<file path="config.mk">
export PLATFORM = sky130hd
export DESIGN_NAME = result_drain_reader
export DESIGN_NICKNAME = d
export VERILOG_FILES = /design/src/rtl/result_drain_reader.sv
export SDC_FILE = /design/constraint.sdc
export NUM_CORES = 1
export LEC_CHECK = 0
export BUFFER_PORTS_ARGS = -buffer_cell sky130_fd_sc_hd__buf_2
export CORE_MARGIN = 4
export CORE_UTILIZATION = 35
export DETAILED_ROUTE_END_ITERATION = 10
export SLEW_MARGIN = 0
export SYNTH_ARGS = -nofsm -noshare
export SYNTH_HDL_FRONTEND = slang
export SYNTH_SLANG_ARGS = --single-unit
</file>
<file path="constraint.sdc">
create_clock -name clk -period 7.1 [get_ports clk]
set_clock_uncertainty 0.2 [all_clocks]
set_input_delay 1.065 -clock clk [delete_from_list [all_inputs] [get_ports clk]]
set_output_delay 1.065 -clock clk [all_outputs]
set_load 0.02 [all_outputs]
</file>
<file path="src/rtl/result_drain_reader.sv">
// Drains the dotProduct output SRAM word by word into a valid/ready stream.
// Optional running checksum of accepted elements: define RESULT_DRAIN_CHECKSUM_EN.
module result_drain_reader #(
  parameter int unsigned Addr_Width     = 4,
  parameter int unsigned Ram_Depth      = 1 << Addr_Width,
  parameter int unsigned Para_Deg       = 1,
  parameter int unsigned Data_Width_Out = 16,
  parameter int unsigned Nums_Words     = Ram_Depth / Para_Deg
) (
  input  logic                                clk,
  input  logic                                Drain_reset,
  input  logic                                start,
  output logic                                busy,
  output logic                                done,
  output logic                                rd_en,
  output logic [Addr_Width-1:0]               rd_addr,
  input  logic [Para_Deg*Data_Width_Out-1:0]  rd_data,
  output logic                                out_valid,
  input  logic                                out_ready,
  output logic [Para_Deg*Data_Width_Out-1:0]  out_data,
  output logic [Addr_Width:0]                 out_index,
  output logic                                out_last,
  output logic [Data_Width_Out-1:0]           checksum
);

  localparam int unsigned WordW = Para_Deg * Data_Width_Out;
  localparam int unsigned CntW  = Addr_Width + 1;
  localparam logic [CntW-1:0] LastIdx = CntW'(Nums_Words - 1);

  typedef enum logic [1:0] {StIdle, StIssue, StFlush, StDone} state_e;

  state_e          state_q, state_d;
  logic [CntW-1:0] issue_cnt_q, issue_cnt_d;
  logic [CntW-1:0] emit_cnt_q, emit_cnt_d;
  logic            inflight_q;
  logic [Addr_Width-1:0] rd_addr_q;
  logic [WordW-1:0] mem_q [2];
  logic            wr_ptr_q, rd_ptr_q;
  logic [1:0]      count_q;
  logic            push, pop;
  logic [2:0]      occ;

  assign push      = inflight_q;
  assign out_valid = (count_q != 2'd0);
  assign pop       = out_valid & out_ready;
  assign out_data  = mem_q[rd_ptr_q];
  assign out_index = emit_cnt_q;
  assign out_last  = out_valid && (emit_cnt_q == LastIdx);
  assign rd_addr   = rd_en ? issue_cnt_q[Addr_Width-1:0] : rd_addr_q;

  // Slots committed after this edge; counting the pop keeps full rate at 2 entries.
  assign occ = {1'b0, count_q} + {2'b0, inflight_q} - {2'b0, pop};

  always_comb begin
    state_d     = state_q;
    issue_cnt_d = issue_cnt_q;
    emit_cnt_d  = emit_cnt_q;
    rd_en       = 1'b0;
    busy        = 1'b0;
    done        = 1'b0;
    if (pop) emit_cnt_d = emit_cnt_q + 1'b1;
    unique case (state_q)
      StIdle: begin
        issue_cnt_d = '0;
        emit_cnt_d  = '0;
        if (start) state_d = StIssue;
      end
      StIssue: begin
        busy  = 1'b1;
        rd_en = (occ < 3'd2);
        if (rd_en) begin
          issue_cnt_d = issue_cnt_q + 1'b1;
          if (issue_cnt_q == LastIdx) state_d = StFlush;
        end
      end
      StFlush: begin
        busy = 1'b1;
        if (pop && (emit_cnt_q == LastIdx)) state_d = StDone;
      end
      StDone: begin
        done    = 1'b1;
        state_d = StIdle;
      end
      default: state_d = StIdle;
    endcase
  end

  always_ff @(posedge clk) begin
    if (Drain_reset) begin
      state_q     <= StIdle;
      issue_cnt_q <= '0;
      emit_cnt_q  <= '0;
      inflight_q  <= 1'b0;
      rd_addr_q   <= '0;
      mem_q[0]    <= '0;
      mem_q[1]    <= '0;
      wr_ptr_q    <= 1'b0;
      rd_ptr_q    <= 1'b0;
      count_q     <= 2'd0;
    end else begin
      state_q     <= state_d;
      issue_cnt_q <= issue_cnt_d;
      emit_cnt_q  <= emit_cnt_d;
      inflight_q  <= rd_en;
      if (rd_en) rd_addr_q <= issue_cnt_q[Addr_Width-1:0];
      if (push) begin
        mem_q[wr_ptr_q] <= rd_data;
        wr_ptr_q        <= ~wr_ptr_q;
      end
      if (pop) rd_ptr_q <= ~rd_ptr_q;
      count_q <= count_q + {1'b0, push} - {1'b0, pop};
    end
  end

`ifdef RESULT_DRAIN_CHECKSUM_EN
  logic [Data_Width_Out-1:0] cksum_q, word_sum;

  always_comb begin
    word_sum = '0;
    for (int k = 0; k < int'(Para_Deg); k++) begin
      word_sum = word_sum + out_data[k*Data_Width_Out +: Data_Width_Out];
    end
  end

  always_ff @(posedge clk) begin
    if (Drain_reset) begin
      cksum_q <= '0;
    end else if ((state_q == StIdle) && start) begin
      cksum_q <= '0;
    end else if (pop) begin
      cksum_q <= cksum_q + word_sum;
    end
  end

  assign checksum = cksum_q;
`else
  assign checksum = '0;
`endif

endmodule

</file>
# Word-level counts from Yosys, hierarchy flattened
# Memories as Yosys holds them, arrays and structs flattened. A register that Yosys moved wholly into a read port is not among the register bits.
# Index checks and enable logic that the tools add are counted.
dict set report word_totals {
  ff_bits 21
  ram_bits 32
  out_inout_bits 46
  wordCells 59
  mem_count 1
}
dict set report op_classes {
  n_addsub 6
  magnitude_cmp 1
  n_eq_ne 9
  muxes 21
  bitwise 3
  reduce_logical 10
}
# memory words width rd rd_ports_with_merged_regs wr line_no
set mem_list {}
lappend mem_list {mem_q 2 16 1 1 2 37} ;# logic [WordW-1:0] mem_q [2];
# cell n
set ops {}
lappend ops {{$mux 16} 1}
lappend ops {{$reduce_or 16->1} 1}
lappend ops {{$mux 1} 12}
lappend ops {{$add 5x1->5 const B} 2}
lappend ops {{$eq 5x4->1 const B} 2}
lappend ops {{$pmux 5 s2} 1}
lappend ops {{$mux 2} 4}
lappend ops {{$ne 2x2->1 const B} 4}
lappend ops {{$pmux 2 s4} 1}
lappend ops {{$mux 5} 1}
lappend ops {{$eq 2x2->1 const B} 2}
lappend ops {{$mux 4} 1}
lappend ops {{$reduce_and 4->1} 1}
lappend ops {{$reduce_bool 2->1} 2}
lappend ops {{$reduce_or 2->1} 2}
lappend ops {{$add 2x1->3} 1}
lappend ops {{$lt 3x2->1 const B} 1}
lappend ops {{$sub 3x1->3} 1}
lappend ops {{$add 2x1->2} 1}
lappend ops {{$eq 2x1->1 const B} 1}
lappend ops {{$logic_and 1x1->1} 2}
lappend ops {{$logic_not 2->1} 1}
lappend ops {{$not 1->1} 2}
lappend ops {{$reduce_and 2->1} 1}
lappend ops {{2 further kinds} 2}

# Logic depth before layout (Yosys ltp)
dict set report depth {
  depth_word 6
  mapped_depth 13
}

# Worst setup path after synthesis
# Ideal clock, no wire load.
dict set report synth_timing {
  kind {input -> output}
  start {in out_ready}
  end {out rd_addr[1]}
  arrival_time_ns 3.001
  slack_ns 2.834
  cell_stages 11
  n_path_buf 2
  cell_sequence {o21a_1 > buf_2 > ha_1 > inv_1 > ha_1 > inv_1 > fa_1 > xnor2_1 > nand3_2 > buf_6 > mux2_4}
}
dict set report synth_between {
  elab_chain_len 5
}
# element line_no
set synth_rtl {}
lappend synth_rtl {{from (decl)} 19} ;# input logic out_ready,
lappend synth_rtl {{$and 1x1->1} 45} ;# assign pop = out_valid & out_ready;
lappend synth_rtl {{named net pop} 40} ;# logic push, pop;
lappend synth_rtl {{$sub 3x1->3} 52} ;# assign occ = {1'b0, count_q} + {2'b0, inflight_q} - {2'b0, pop};
lappend synth_rtl {{$lt 3x2->1} 70} ;# rd_en = (occ < 3'd2);
lappend synth_rtl {{$mux 1} 62} ;# unique case (state_q)
lappend synth_rtl {{$mux 4} n/a}
lappend synth_rtl {{to (decl)} 16} ;# output logic [Addr_Width-1:0] rd_addr,
# The timed path passes the listed nets, and every way through them passes these cells.

# Final worst setup path
dict set report layout_timing {
  start {in out_ready}
  end {out rd_addr[2]}
}
dict set report layout_between {
  elab_chain_len 5
}
# element line_no
set layout_rtl {}
lappend layout_rtl {{$and 1x1->1} 45}
lappend layout_rtl {{$sub 3x1->3} 52}
lappend layout_rtl {{$lt 3x2->1} 70}
lappend layout_rtl {{$mux 1} 62}
lappend layout_rtl {{$mux 4} n/a}
# No other way between the ends.

==> key figures <==
Status
  – Run status: finished, final reports clean

Critical path
  – Crit. Startpoint: out_ready
  – Crit Path Category: in -> out
  – Terminus of the critical flop-to-flop path: rd_addr_q[2]$_SDFF_PP0_
  – Kind of capture point of the worst setup path: output port
  – Worst Path Required: just under 6000 ps
  – Number of cells on the worst reg-to-reg path: 10
  – Setup slack of the worst register-to-register path: 3980 ps
  – Kind of start point of the critical path: input port
  – Worst endpoint data arrival time: 3450 ps
  – Worst reg2reg startpoint: count_q[1]$_SDFF_PP0_
  – Critical Path Sink: rd_addr[2]
  – Maximum fanout encountered on the critical timing path: 12

Floorplanning
  – Core area: 7210 µm²
  – Site Rows: 31
  – Top Ports: 66
  – Horizontal die dimension: roughly 94 µm
  – Overall die area: roughly 8800 µm²
  – Die span in y: 94 µm
  – Initial standard-cell utilization of the core: 0.359

Clock tree
  – Deepest clock path buffer count: 2
  – Source-to-sink clock delay at the later pin of the worst-skew pair: 310 ps
  – Clock Sink Count: 54
  – Clock input transition at the sequential cells of the worst setup and hold paths: 110 ps
  – Post-cts sizing count: 0
  – CTS HTree Levels: 2
  – Number of buffers added for setup after CTS: 0
  – Cell at the root of the clock tree: sky130_fd_sc_hd__clkbuf_8
  – CTS tree: built
  – Cts hold-fix bufs: 0
  – Number of CTS-inserted buffers: 5

Detailed routing
  – Number of design rule violations left after detail routing: 0
  – Vias: 1604
  – Number of DRC markers after the initial detailed-route iteration: 47
  – Mean routed wirelength per cell: 12.5 µm
  – Post-detailed-route count of antenna-violating nets: 0
  – Average vias per placed instance: between 4 and 5
  – Initial DRT Pass Iterations: 4
  – Total length of routed wires: 4560 µm

STA
  – Highest attainable clock frequency: 212 MHz
  – Sum Neg Setup Slack: 0 ps
  – Final worst-path cycle share: 0.664
  – Worst slew margin: 0.367
  – Final setup violation count: 0
  – Total count of max-transition violations in the final report: 0
  – Number of hold violations in the final report: 0
  – Tightest hold margin: 325 ps
  – PnR worst setup slack: 2380 ps
  – Tightest Pin Transition: 946 ps
  – Unrepaired setup endpoints after global routing: no
  – Clock period minus worst slack: 4720 ps

Yosys
  – Area of the mapped netlist: 2590 µm²
  – Count of mapped cells out of synthesis: ~220
  – Number of enable-type register cells in the synthesized netlist: 32
  – Synthesized area per cell: 11.9 µm²
  – Post-synthesis async set-or-reset flop share: 0
  – Cell taking the most area after synthesis: sky130_fd_sc_hd__edfxtp_1
  – Sequential share of the synthesized area: 0.541
  – Main area contributors after synthesis: sky130_fd_sc_hd__edfxtp_1 (37%), sky130_fd_sc_hd__dfxtp_1 (17%), sky130_fd_sc_hd__mux2_2 (7.8%)
  – Most frequently used flop master after synthesis: sky130_fd_sc_hd__edfxtp_1
  – Area share of the largest cell type after synthesis: 0.371
  – Flip-flop and latch count after synthesis: 54
  – Synth warnings: 0
  – Distinct cells, synth: 38

GRT
  – Initial antenna violation count: 0
  – Number of global-route vias before repair: 1535
  – Sum of overflow across all layers after global routing: 0
  – Wire length of the first global-routing pass: 7360 µm
  – Largest net degree at the start of global routing: 28
  – Global router's overall resource usage: 0.106

Placement
  – Pre-CTS setup slack: approximately 2400 ps
  – GPL Wtd Cong: 0.718
  – Placed Cells incl. Taps: 355
  – Detailed placement HPWL: 3070 µm
  – Count of port buffers added during placement: 49
  – Placed Area: 2860 µm²

Cells and area
  – Proportion of layout cells with a drive suffix above 1: 0.311
  – Area occupied by multi-input gates: 1060 µm²
  – Layout Area Growth over Synthesis: 15.0%
  – Number of fill cells in the layout: 722
  – Area of all sequential standard cells: 1400 µm²
  – Final cell count without fillers: 363
  – Util after Layout: 0.413
  – Post-layout nets: 294
  – Final standard cell area without fillers: ~3000 µm²
  – Number of antenna diodes: 0

Pwr
  – Static leakage: 1.27 nW
  – Tot Pwr: 0.978 mW
  – IR drop worst, VDD: 0.286 mV
  – Ratio of total power to cell area: 328 nW/µm²

Flow run
  – Max-cap violations: 0

Hold path
  – Min-Delay Path Depth: 2
  – Min-delay worst type: reg -> reg
-- flip-flops by register name, indices dropped and copies added, names as in the netlist, named ones only --
| signal | flops |
|---|---|
| count_q | 2 |
| inflight_q | 1 |
| issue_cnt_q | 5 |
| mem_q | 32 |
| out_index | 5 |
| rd_addr_q | 4 |
| rd_ptr_q | 1 |
| state_q | 2 |
| wr_ptr_q | 1 |
-- layout make-up --
class | count | share of cell area
clock inverters | 3 | 0.0164
clock buffers | 5 | 0.0231
well taps | 99 | 0.0416
multi-input cells | 144 | 0.355
flip-flops and latches | 54 | 0.471
inverters | 9 | 0.0113
repair buffers | 49 | 0.0824
-- how the worst min path moves through the flow --
stage                                            from                     endpoint
after floorplan           issue_cnt_q[2]$_SDFFE_PP0P_  issue_cnt_q[2]$_SDFFE_PP0P_
after global placement    issue_cnt_q[1]$_SDFFE_PP0P_  issue_cnt_q[1]$_SDFFE_PP0P_
after detailed placement  issue_cnt_q[1]$_SDFFE_PP0P_  issue_cnt_q[1]$_SDFFE_PP0P_
after CTS                 issue_cnt_q[0]$_SDFFE_PP0P_  issue_cnt_q[0]$_SDFFE_PP0P_
after global routing            rd_ptr_q$_SDFFE_PP0P_                         flop
final                         state_q[1]$_SDFFE_PP0P_      state_q[1]$_SDFFE_PP0P_
-- power by group --
group / switching, mW / leakage, nW / internal [mW] / total [mW]
sequential: 0.0387 / 0.510 / 0.380 / 0.419
clock: 0.106 / 0.0563 / 0.108 / 0.214
combinational: 0.206 / 0.708 / 0.139 / 0.345
total: 0.351 / 1.27 / 0.627 / 0.978
-- cells in the mapped netlist, types with 2 or more instances --
cell type / number
sky130_fd_sc_hd__o21a_1: 2
sky130_fd_sc_hd__buf_2: 2
sky130_fd_sc_hd__nand2_1: 4
sky130_fd_sc_hd__nor3b_1: 2
sky130_fd_sc_hd__a211oi_1: 3
sky130_fd_sc_hd__mux2i_1: 2
sky130_fd_sc_hd__inv_1: 9
sky130_fd_sc_hd__mux2_2: 18
sky130_fd_sc_hd__clkbuf_1: 5
sky130_fd_sc_hd__a21oi_1: 4
sky130_fd_sc_hd__and3_1: 2
sky130_fd_sc_hd__edfxtp_1: 32
sky130_fd_sc_hd__nand3_1: 6
sky130_fd_sc_hd__nand2b_1: 3
sky130_fd_sc_hd__dfxtp_1: 22
sky130_fd_sc_hd__nor2_1: 6
sky130_fd_sc_hd__buf_4: 16
sky130_fd_sc_hd__xnor2_1: 4
sky130_fd_sc_hd__ha_1: 10
sky130_fd_sc_hd__nor3_1: 5
sky130_fd_sc_hd__or2_2: 2
sky130_fd_sc_hd__nor2b_1: 7
sky130_fd_sc_hd__or3_1: 2
sky130_fd_sc_hd__and2_1: 32
sky130_fd_sc_hd__xor2_1: 3
sky130_fd_sc_hd__mux2_4: 2
-- per-layer routing --
layer | vias to the layer above | global-route usage | part of all wire
li1 | 799 | - | -
met1 | 755 | 0.135 | 0.45
met2 | 46 | 0.176 | 0.48
met3 | 4 | 0.0345 | 0.065
met4 | 0 | 0.0217 | 0.0055
met5 | - | 0 | 0
-- worst max-delay path, cell delays in order --
cell and delay [ps]:
sky130_fd_sc_hd__buf_2 90, sky130_fd_sc_hd__o21a_1 310, sky130_fd_sc_hd__ha_1 300, sky130_fd_sc_hd__inv_1 60, sky130_fd_sc_hd__ha_1 130, sky130_fd_sc_hd__inv_1 40, sky130_fd_sc_hd__fa_1 410, sky130_fd_sc_hd__xnor2_1 230
sky130_fd_sc_hd__nand3_2 280, sky130_fd_sc_hd__mux2_4 380, sky130_fd_sc_hd__buf_2 160
-- layout by cell type, fill, tap and decap left out, types with 2 or more instances in the layout --
master	n
sky130_fd_sc_hd__buf_2	49
sky130_fd_sc_hd__xor2_1	3
sky130_fd_sc_hd__mux2_4	2
sky130_fd_sc_hd__conb_1	16
sky130_fd_sc_hd__nor3b_2	2
sky130_fd_sc_hd__xnor2_1	4
sky130_fd_sc_hd__dfxtp_1	22
sky130_fd_sc_hd__mux2i_1	2
sky130_fd_sc_hd__nand2b_1	3
sky130_fd_sc_hd__a21oi_1	4
sky130_fd_sc_hd__o21a_1	2
sky130_fd_sc_hd__and3_1	2
sky130_fd_sc_hd__nand3_1	6
sky130_fd_sc_hd__nor2_1	6
sky130_fd_sc_hd__nor3_1	5
sky130_fd_sc_hd__a211oi_1	3
sky130_fd_sc_hd__and2_1	32
sky130_fd_sc_hd__or2_2	2
sky130_fd_sc_hd__inv_1	9
sky130_fd_sc_hd__nand2_1	4
sky130_fd_sc_hd__clkbuf_8	5
sky130_fd_sc_hd__ha_1	10
sky130_fd_sc_hd__nor2b_1	7
sky130_fd_sc_hd__or3_1	2
sky130_fd_sc_hd__mux2_2	18
sky130_fd_sc_hd__edfxtp_1	32
-- cell families (layout without fill, tap and decap cells) --
family	Yosys count	in the layout	synth area share
muxes	22	22	0.0976
and+or+nand+nor	73	73	0.164
adders and majority gates	11	11	0.0561
AOI/OAI and AO/OA	15	15	0.0396
other	1	16	0.00145
xor gates and xnor gates	7	7	0.0237
buffers and inverters	34	66	0.0764
DFF	54	54	0.541
No activity file was read; power rests on OpenSTA's default activity.
